## src/rtl/sdram_arb_pkg.sv

```systemverilog
// sdram_arb_pkg: shared state encoding, port indices and default widths
// for the three-port SDRAM arbiter.
package sdram_arb_pkg;

    localparam int ADDR_W_DEF  = 24;
    localparam int DATA_W_DEF  = 16;
    localparam int VID_MAX_DEF = 8;

    typedef logic [1:0] port_t;

    localparam port_t PORT_VID = 2'd0;
    localparam port_t PORT_CPU = 2'd1;
    localparam port_t PORT_AUX = 2'd2;

    typedef enum logic [1:0] {
        ST_IDLE,
        ST_ISSUE,
        ST_DONE
    } arb_state_t;

endpackage

```

## src/rtl/sdram_arb_select.sv

```systemverilog
// sdram_arb_select: picks the next port -- video first, CPU/AUX round-robin,
// with video preempted once it has won VID_MAX times while others waited.
module sdram_arb_select
    import sdram_arb_pkg::*;
#(
    parameter int VID_MAX = VID_MAX_DEF
) (
    input  logic [2:0] req,
    input  logic       rr_aux,
    input  logic [3:0] vid_run,
    output logic       gnt_valid,
    output port_t      gnt
);

    logic  other;
    logic  starve;
    port_t rr_pick;

    always_comb begin
        other     = req[PORT_CPU] | req[PORT_AUX];
        starve    = other && (vid_run == 4'(VID_MAX));
        rr_pick   = (req[PORT_CPU] && req[PORT_AUX]) ? (rr_aux ? PORT_AUX : PORT_CPU)
                  : (req[PORT_CPU] ? PORT_CPU : PORT_AUX);
        gnt_valid = |req;
        gnt       = (req[PORT_VID] && !starve) ? PORT_VID : rr_pick;
    end

endmodule

```

## src/rtl/sdram_port_arbiter.sv

```systemverilog
// sdram_port_arbiter: serialises video, CPU and DMA requests onto one
// SDRAM controller command port, one transaction at a time.
module sdram_port_arbiter
    import sdram_arb_pkg::*;
#(
    parameter int ADDR_W  = ADDR_W_DEF,
    parameter int DATA_W  = DATA_W_DEF,
    parameter int VID_MAX = VID_MAX_DEF
) (
    input  logic              clk,
    input  logic              reset_n,
    input  logic              p0_req,
    input  logic              p0_we,
    input  logic [ADDR_W-1:0] p0_addr,
    input  logic [DATA_W-1:0] p0_wdata,
    input  logic [1:0]        p0_bytesel,
    output logic              p0_ack,
    input  logic              p1_req,
    input  logic              p1_we,
    input  logic [ADDR_W-1:0] p1_addr,
    input  logic [DATA_W-1:0] p1_wdata,
    input  logic [1:0]        p1_bytesel,
    output logic              p1_ack,
    input  logic              p2_req,
    input  logic              p2_we,
    input  logic [ADDR_W-1:0] p2_addr,
    input  logic [DATA_W-1:0] p2_wdata,
    input  logic [1:0]        p2_bytesel,
    output logic              p2_ack,
    output logic [DATA_W-1:0] rdata,
    output logic              ctrl_req,
    output logic              ctrl_we,
    output logic [ADDR_W-1:0] ctrl_addr,
    output logic [DATA_W-1:0] ctrl_wdata,
    output logic [1:0]        ctrl_dqm,
    input  logic              ctrl_ack,
    input  logic [DATA_W-1:0] ctrl_rdata
);

    arb_state_t        state, state_nx;
    port_t             owner, gnt;
    logic              gnt_valid, rr_aux, other;
    logic [2:0]        req;
    logic [3:0]        vid_run, vid_run_nx;
    logic              sel_we;
    logic [ADDR_W-1:0] sel_addr;
    logic [DATA_W-1:0] sel_wdata;
    logic [1:0]        sel_bytesel;

    assign req   = {p2_req, p1_req, p0_req};
    assign other = p1_req | p2_req;

    sdram_arb_select #(
        .VID_MAX (VID_MAX)
    ) u_select (
        .req       (req),
        .rr_aux    (rr_aux),
        .vid_run   (vid_run),
        .gnt_valid (gnt_valid),
        .gnt       (gnt)
    );

    always_comb begin
        sel_we      = (gnt == PORT_VID) ? p0_we      : (gnt == PORT_CPU) ? p1_we      : p2_we;
        sel_addr    = (gnt == PORT_VID) ? p0_addr    : (gnt == PORT_CPU) ? p1_addr    : p2_addr;
        sel_wdata   = (gnt == PORT_VID) ? p0_wdata   : (gnt == PORT_CPU) ? p1_wdata   : p2_wdata;
        sel_bytesel = (gnt == PORT_VID) ? p0_bytesel : (gnt == PORT_CPU) ? p1_bytesel : p2_bytesel;
        // video streak only grows while someone else is actually waiting
        vid_run_nx  = (!other || gnt != PORT_VID) ? 4'd0
                    : (vid_run == 4'hF) ? vid_run : vid_run + 4'd1;
        state_nx    = (state == ST_IDLE && gnt_valid) ? ST_ISSUE
                    : (state == ST_ISSUE && ctrl_ack) ? ST_DONE
                    : (state == ST_DONE) ? ST_IDLE : state;
    end

    assign ctrl_req = (state == ST_ISSUE);
    assign p0_ack   = (state == ST_DONE) && (owner == PORT_VID);
    assign p1_ack   = (state == ST_DONE) && (owner == PORT_CPU);
    assign p2_ack   = (state == ST_DONE) && (owner == PORT_AUX);

    always_ff @(posedge clk or negedge reset_n) begin
        if (!reset_n) begin
            state      <= ST_IDLE;
            owner      <= PORT_VID;
            rr_aux     <= 1'b0;
            vid_run    <= '0;
            ctrl_we    <= 1'b0;
            ctrl_addr  <= '0;
            ctrl_wdata <= '0;
            ctrl_dqm   <= 2'b11;
            rdata      <= '0;
        end else begin
            state <= state_nx;
            if (state == ST_IDLE)
                vid_run <= vid_run_nx;
            if (state == ST_IDLE && gnt_valid) begin
                owner      <= gnt;
                ctrl_we    <= sel_we;
                ctrl_addr  <= sel_addr;
                ctrl_wdata <= sel_wdata;
                ctrl_dqm   <= ~sel_bytesel;
                if (gnt != PORT_VID)
                    rr_aux <= (gnt == PORT_CPU);
            end
            if (state == ST_ISSUE && ctrl_ack)
                rdata <= ctrl_rdata;
        end
    end

endmodule

```

## config.mk

```make
export PLATFORM = sky130hd
export DESIGN_NAME = sdram_port_arbiter
export DESIGN_NICKNAME = d
export VERILOG_FILES = /design/src/rtl/sdram_arb_pkg.sv /design/src/rtl/sdram_arb_select.sv /design/src/rtl/sdram_port_arbiter.sv
export SDC_FILE = /design/constraint.sdc
export NUM_CORES = 1
export LEC_CHECK = 0
export ABC_AREA = 1
export CAP_MARGIN = 25
export CELL_PAD_IN_SITES_DETAIL_PLACEMENT = 2
export CELL_PAD_IN_SITES_GLOBAL_PLACEMENT = 2
export CORE_ASPECT_RATIO = 0.9
export CORE_MARGIN = 2
export CORE_UTILIZATION = 20
export CTS_CLUSTER_DIAMETER = 40
export DETAILED_ROUTE_END_ITERATION = 10
export PLACE_DENSITY = 0.8
export SLEW_MARGIN = 25
export SYNTH_ARGS = -nofsm -noshare
export SYNTH_HDL_FRONTEND = slang
export SYNTH_HIERARCHICAL = 1
export SYNTH_SLANG_ARGS = --single-unit
export TNS_END_PERCENT = 50
```

## constraint.sdc

```tcl
create_clock -name clk -period 3 [get_ports clk]
set_input_delay 0.9 -clock clk [delete_from_list [all_inputs] [get_ports clk]]
set_output_delay 0.9 -clock clk [all_outputs]
set_load 0.01 [all_outputs]
```

==> out/qor.txt, run 1 <==
Syn Nets = 668
Gates resized, CTS repair = 0
Fin Clk Skew = 0.00515 ns
Setup violations, final = 0
Logic pwr share = 0.487
Clk pwr share = 0.206
switching part of the total power = 0.383
max cap viols = 0
initial antenna violation count = 1
worst-path cell chain = clkdlybuf4s50_1 -> inv_1 -> a21oi_1 -> inv_1 -> a21oi_4 -> buf_4 -> nand2_1 -> o21ai_0 -> inv_1 -> a21oi_1
number of remaining DRC errors = 0
CP max-delay cell = buf_4
Worst-Skew Late Latency = 0.34 ns
fillers = 2,045
most frequent cells in the layout = 255 x nand2_1, 212 x clkdlybuf4s50_1, 100 x nand3_1
leakage dissipation = 0.00297 uW
initial drt markers = 104
WL final = 16,900 um
final core occ = 0.360
mapped cell area = 0.00366 mm2
Slew HR = 0.612
nets = 874
CTS tree = built
Hold Vio Cnt, Final = 0
P per Cell Area = 820 mW/mm2
CTS clk-pin slew, worst paths = 0.06 ns
vias = 4,368
leading area contributor after synthesis = dfrtp_1
WS Path Type = input pin to flop
DRT Pass-1 Iters = 4
Max clock buf depth = 2
flops & latches, synth = 68
asr flop ratio synth = 1.00
hold depth = 2
cells after synthesis = 516
Fmax achieved = 353 MHz
GRT Resource Usage Total = 0.176
Clock Sinks = 68
share of the synthesized area in the top cell type = 0.451
Seq pwr share = 0.307
Starting Density = 0.206
share of cells above drive strength 1 = 0.0591
first-pass GRT wire length = 27,000 um
unrepaired setup endpoints after global routing = no
syn avg cell area = 7.10 um2
Worst Path Buf+Inv = 5
Max Slew Vio Count = 0
Max FO, Critical Path = 43
Synth cell types = 26
commonest non-fill, non-tap cell in the layout = nand2_1
vias in the first global route = 5,021
Antenna Nets Post-Route = 0
Port Buffers = 213
Place WS = -0.189 ns
Worst Path Required = 3.26 ns
Ports = 214
R2R depth = 10
Crit. End Element = flop
vias per cell = 4.51
largest net degree at the start of global routing = 69
cell row count = 46
kind of cell adding the most delay to the critical path = buffers and inverters
flop2flop setup slack = 0.77 ns
TritonCTS Buffers = 9
most frequent CP cell = inv_1
P&R area growth vs syn = 74.8%
Die Y = 132 um
Crit. path cell count = 10
Arrival @ worst endpoint = 3.09 ns
Top FF cell, synth = dfrtp_1
Seq/Total Area, Yosys = 0.465
VDD IR max = 352 uV
Hold Crit Class = flop to flop
YS warnings = 6
routed wire length per instance = 17.4 um
number of synthesized flops with an enable pin = 0
Critical Path Max Stage Delay = 0.52 ns
chip width = 147 um
measured slew at the worst slew-check pin = 0.583 ns
# hold bufs at CTS = 0
fin crit share = 0.943
Post-CTS Setup Repair Bufs = 0
outcome = finished, final reports clean
Final GP Congestion = 0.777
Psw = 2010 uW
hpwl dp = 12,700 um
H-Tree Depth = 3
Critical Path Source Type = input pin
die area = 0.0194 mm2
Root Buffer = clkbuf_16
final setup margin = 0.170 ns
core area = 0.0178 mm2
GRT overflow = 0
top cells by area, synth = dfrtp_1 45%, nand2_1 26%, nand3_1 14%
fin crit period = 2.83 ns
internal power = 3240 uW
[per-layer routing]
layer  GRT usage  part of all wire  up-vias
met5           0                 0        -
li1            -                 -     2048
met2       0.315              0.49      159
met3      0.0734             0.094        8
met1       0.197              0.40     2153
met4      0.0361            0.0089        0
[registers in the layout, indices dropped and copies added, names as in the netlist]
signal and flops:
vid_run 4, ctrl_addr 24, ctrl_wdata 16, rr_aux 1
ctrl_dqm 2, state 2, owner 2, rdata 16
ctrl_we 1
[final timing paths]
check / end / from
worst min-delay path: rdata[1] / rdata[1]
max in group asynchronous: ctrl_dqm[0] / reset_n
min in group asynchronous: ctrl_addr[21] / reset_n
worst max register to register: ctrl_addr[23] / vid_run[2]
worst max-delay path: ctrl_dqm[0] / p1_req
worst min register to register: rdata[1] / rdata[1]
[Yosys cell counts (2+ instances only)]
cell      instances
clkbuf_1          7
buf_6             5
nand3_1         100
nand2_1         255
buf_1             2
nand4_1           4
nor3_1            3
dfstp_2           2
nor2_4            3
inv_2             2
a21oi_1           5
inv_1            19
dfrtp_1          66
nor2_1           13
o21ai_0           3
buf_2            17
[power by group through the flow]
stage	sequential [uW]	combinational (uW)	clock (uW)
final	1610	2560	1080
after global routing	1670	2850	1160
after CTS	1620	2630	1130
after detailed placement	1630	2610	0
after global placement	1600	2470	0
after floorplan	1760	1010	0
[worst reg2reg max path, stage by stage, from the launching register on]
cell and delay (ns):
dfrtp_1 0.44, nor2_1 0.18, nand3_2 0.15, a21oi_4 0.19, buf_4 0.50, inv_2 0.10, buf_12 0.21, nand3_1 0.12
nand3_1 0.09, nand2_1 0.07, nand2_1 0.06
[cells by family (layout without fill, tap and decap cells)]
group | Yosys count | after routing | share of synthesized area
adder cells (fa/ha/maj) | 1 | 1 | 0.00341
XOR/XNOR | 1 | 1 | 0.00239
AO/OA/AOI/OAI | 12 | 12 | 0.0195
buffers and inverters | 52 | 263 | 0.0693
AND/OR/NAND/NOR | 382 | 382 | 0.440
flip-flops | 68 | 68 | 0.465
other | 0 | 1 | 0
[per-stage QoR]
step,setup TNS (ns),power (uW),instance area (um2),instances,hold slack [ns]
after global placement,-2.34,4080,6050,949,0.454
after CTS,0,5380,6400,967,0.483
final,0,5260,6410,968,0.472
after global routing,0,5680,6410,968,0.508
after detailed placement,-6.52,4240,6100,951,0.468
after floorplan,0,2770,3660,516,0.490
[area by class of cell]
class                   instances  area, um2  share of cell area
clock buffers                  10        239              0.0373
well taps                     240        300              0.0469
inverters                      21       78.8              0.0123
flip-flops and latches         68       1700               0.266
multi-input cells             396       1730               0.269
repair buffers                226       2290               0.358
clock inverters                 6       63.8             0.00996
diodes                          1       2.50            0.000391
Power figures use the tool's default switching activity.
==> run 2: changes to the inputs <==
--- a/config.mk
+++ b/config.mk
@@ -10,7 +10,6 @@
 export CELL_PAD_IN_SITES_DETAIL_PLACEMENT = 2
 export CELL_PAD_IN_SITES_GLOBAL_PLACEMENT = 2
 export CORE_ASPECT_RATIO = 0.9
-export CORE_MARGIN = 2
 export CORE_UTILIZATION = 20
 export CTS_CLUSTER_DIAMETER = 40
 export DETAILED_ROUTE_END_ITERATION = 10
==> out/qor.txt, run 2 (synthesis results as in run 1) <==
final setup margin = 0.281 ns (was 0.170 ns)
Die Y = 130 um (was 132 um)
unrepaired setup endpoints after global routing = no (unchanged)
Antenna Nets Post-Route = 0 (unchanged)
GRT overflow = 0 (unchanged)
internal power = 3230 uW (was 3240 uW)
Max FO, Critical Path = 4 (was 43)
Fmax achieved = 368 MHz (was 353 MHz)
Root Buffer = clkbuf_16 (unchanged)
Critical Path Source Type = flop (was input pin)
Worst-Skew Late Latency = 0.34 ns (about the same)
leakage dissipation = 0.00296 uW (was 0.00297 uW)
fin crit share = 0.906 (was 0.943)
fin crit period = 2.72 ns (was 2.83 ns)
Clock Sinks = 68 (unchanged)
fillers = 2,025 (was 2,045)
DP Area = 0.00607 mm2 (was 0.00610 mm2)
Max Slew Vio Count = 0 (unchanged)
Seq pwr share = 0.308 (was 0.307)
commonest non-fill, non-tap cell in the layout = nand2_1 (unchanged)
Starting Density = 0.206 (unchanged)
fin area = 0.00637 mm2 (was 0.00641 mm2)
flop2flop setup slack = 1.14 ns (was 0.77 ns)
core area = 0.0178 mm2 (unchanged)
Max clock buf depth = 2 (unchanged)
CTS tree = built (unchanged)
die area = 0.0189 mm2 (was 0.0194 mm2)
switching part of the total power = 0.384 (was 0.383)
Logic pwr share = 0.486 (was 0.487)
TNS Setup = 0 ns (unchanged)
P per Cell Area = 824 mW/mm2 (was 820 mW/mm2)
total area of sequential cells = 0.00170 mm2 (unchanged)
Fin Clk Skew = 0.00549 ns (was 0.00515 ns)
most frequent cells in the layout = 255 x nand2_1, 212 x clkdlybuf4s50_1, 100 x nand3_1 (unchanged)
vias = 4,310 (was 4,368)
Largest regs = ctrl_addr x24, ctrl_wdata x16, rdata x16 (unchanged)
CTS clk-pin slew, worst paths = 0.06 ns (about the same)
Arrival @ worst endpoint = 1.82 ns (was 3.09 ns)
Place WS = 0.119 ns (was -0.189 ns)
vias per cell = 4.45 (was 4.51)
initial drt markers = 138 (was 104)
Gates resized, CTS repair = 0 (unchanged)
Setup violations, final = 0 (unchanged)
number of remaining DRC errors = 0 (unchanged)
ANT cells = 0 (was 1)
Largest Register = ctrl_addr (unchanged)
Psw = 2020 uW (was 2010 uW)
Largest register FFs = 24 (unchanged)
Port Buffers = 213 (unchanged)
measured slew at the worst slew-check pin = 0.941 ns (was 0.583 ns)
first-pass GRT wire length = 25,600 um (was 27,000 um)
Ports = 214 (unchanged)
WL final = 16,800 um (was 16,900 um)
WS Path Type = flop to output pin (was input pin to flop)
Clk pwr share = 0.207 (was 0.206)
Worst Path Required = 2.10 ns (was 3.26 ns)
outcome = finished, final reports clean (unchanged)
nets = 875 (was 874)
GRT Resource Usage Total = 0.181 (was 0.176)
chip width = 145 um (was 147 um)
routed wire length per instance = 17.3 um (was 17.4 um)
H-Tree Depth = 3 (unchanged)
cell row count = 46 (unchanged)
max cap viols = 0 (unchanged)
largest net degree at the start of global routing = 69 (unchanged)
Hold Vio Cnt, Final = 0 (unchanged)
Post-CTS Setup Repair Bufs = 0 (unchanged)
Crit. End Element = output pin (was flop)
Slew HR = 0.373 (was 0.612)
share of cells above drive strength 1 = 0.0604 (was 0.0591)
Final GP Congestion = 0.754 (was 0.777)
TritonCTS Buffers = 9 (unchanged)
initial antenna violation count = 0 (was 1)
DRT Pass-1 Iters = 4 (unchanged)
Multi-input gate area = 0.00173 mm2 (unchanged)
VDD IR max = 349 uV (was 352 uV)
vias in the first global route = 4,873 (was 5,021)
hpwl dp = 12,600 um (was 12,700 um)
Hold Crit Class = flop to flop (unchanged)
P&R area growth vs syn = 73.8% (was 74.8%)
# hold bufs at CTS = 0 (unchanged)
-- run 2: cell count changes in the layout (fill, tap and decap cells not counted), sizes merged --
cell and delta:
diode -1, buf +1
-- run 2: worst max-delay path, stage by stage, from the launching register on --
cell	delay, ns
dfrtp_1	0.42
inv_1	0.15
nand2_1	0.13
nor3_1	0.17
clkdlybuf4s50_1	0.61
-- run 2: layout make-up --
class,count,area share
Clock inverter,6,0.0100
Tap cell,240,0.0471
Sequential cell,68,0.267
Multi-Input combinational cell,396,0.271
Inverter,21,0.0124
Timing Repair Buffer,227,0.355
Clock buffer,10,0.0375
-- run 2: power by group through the flow --
stage | combinational (uW) | clock [uW] | sequential, uW
2_1_floorplan | 1010 | 0 | 1760
3_3_place_gp | 2500 | 0 | 1600
3_5_place_dp | 2610 | 0 | 1630
4_1_cts | 2630 | 1130 | 1620
5_1_grt | 2810 | 1160 | 1670
6_report | 2550 | 1080 | 1610
-- run 2: path summary, 6_finish.rpt --
check	startpoint	endpoint	depth (start not counted)
setup / recovery	state[0]	p1_ack	4
min in group asynchronous	reset_n	ctrl_addr[14]	1
setup reg to reg	vid_run[0]	ctrl_wdata[1]	8
max in group asynchronous	reset_n	ctrl_wdata[12]	1
hold / removal	rdata[5]	rdata[5]	2
hold reg to reg	rdata[5]	rdata[5]	2
-- run 2: routing by layer --
metal,track usage,share of wire
met5,0,0
met4,0.0310,0.0064
met3,0.0904,0.11
met2,0.327,0.49
met1,0.190,0.40
-- run 2: metrics by stage --
step,instances,total power (uW),utilization,hold WS (ns)
floorplan,516,2770,-,0.490
finish,968,5250,0.358,0.473
CTS,968,5380,0.358,0.482
global placement,952,4100,0.341,0.454
detailed placement,952,4240,0.341,0.466
global route,968,5640,0.358,0.502
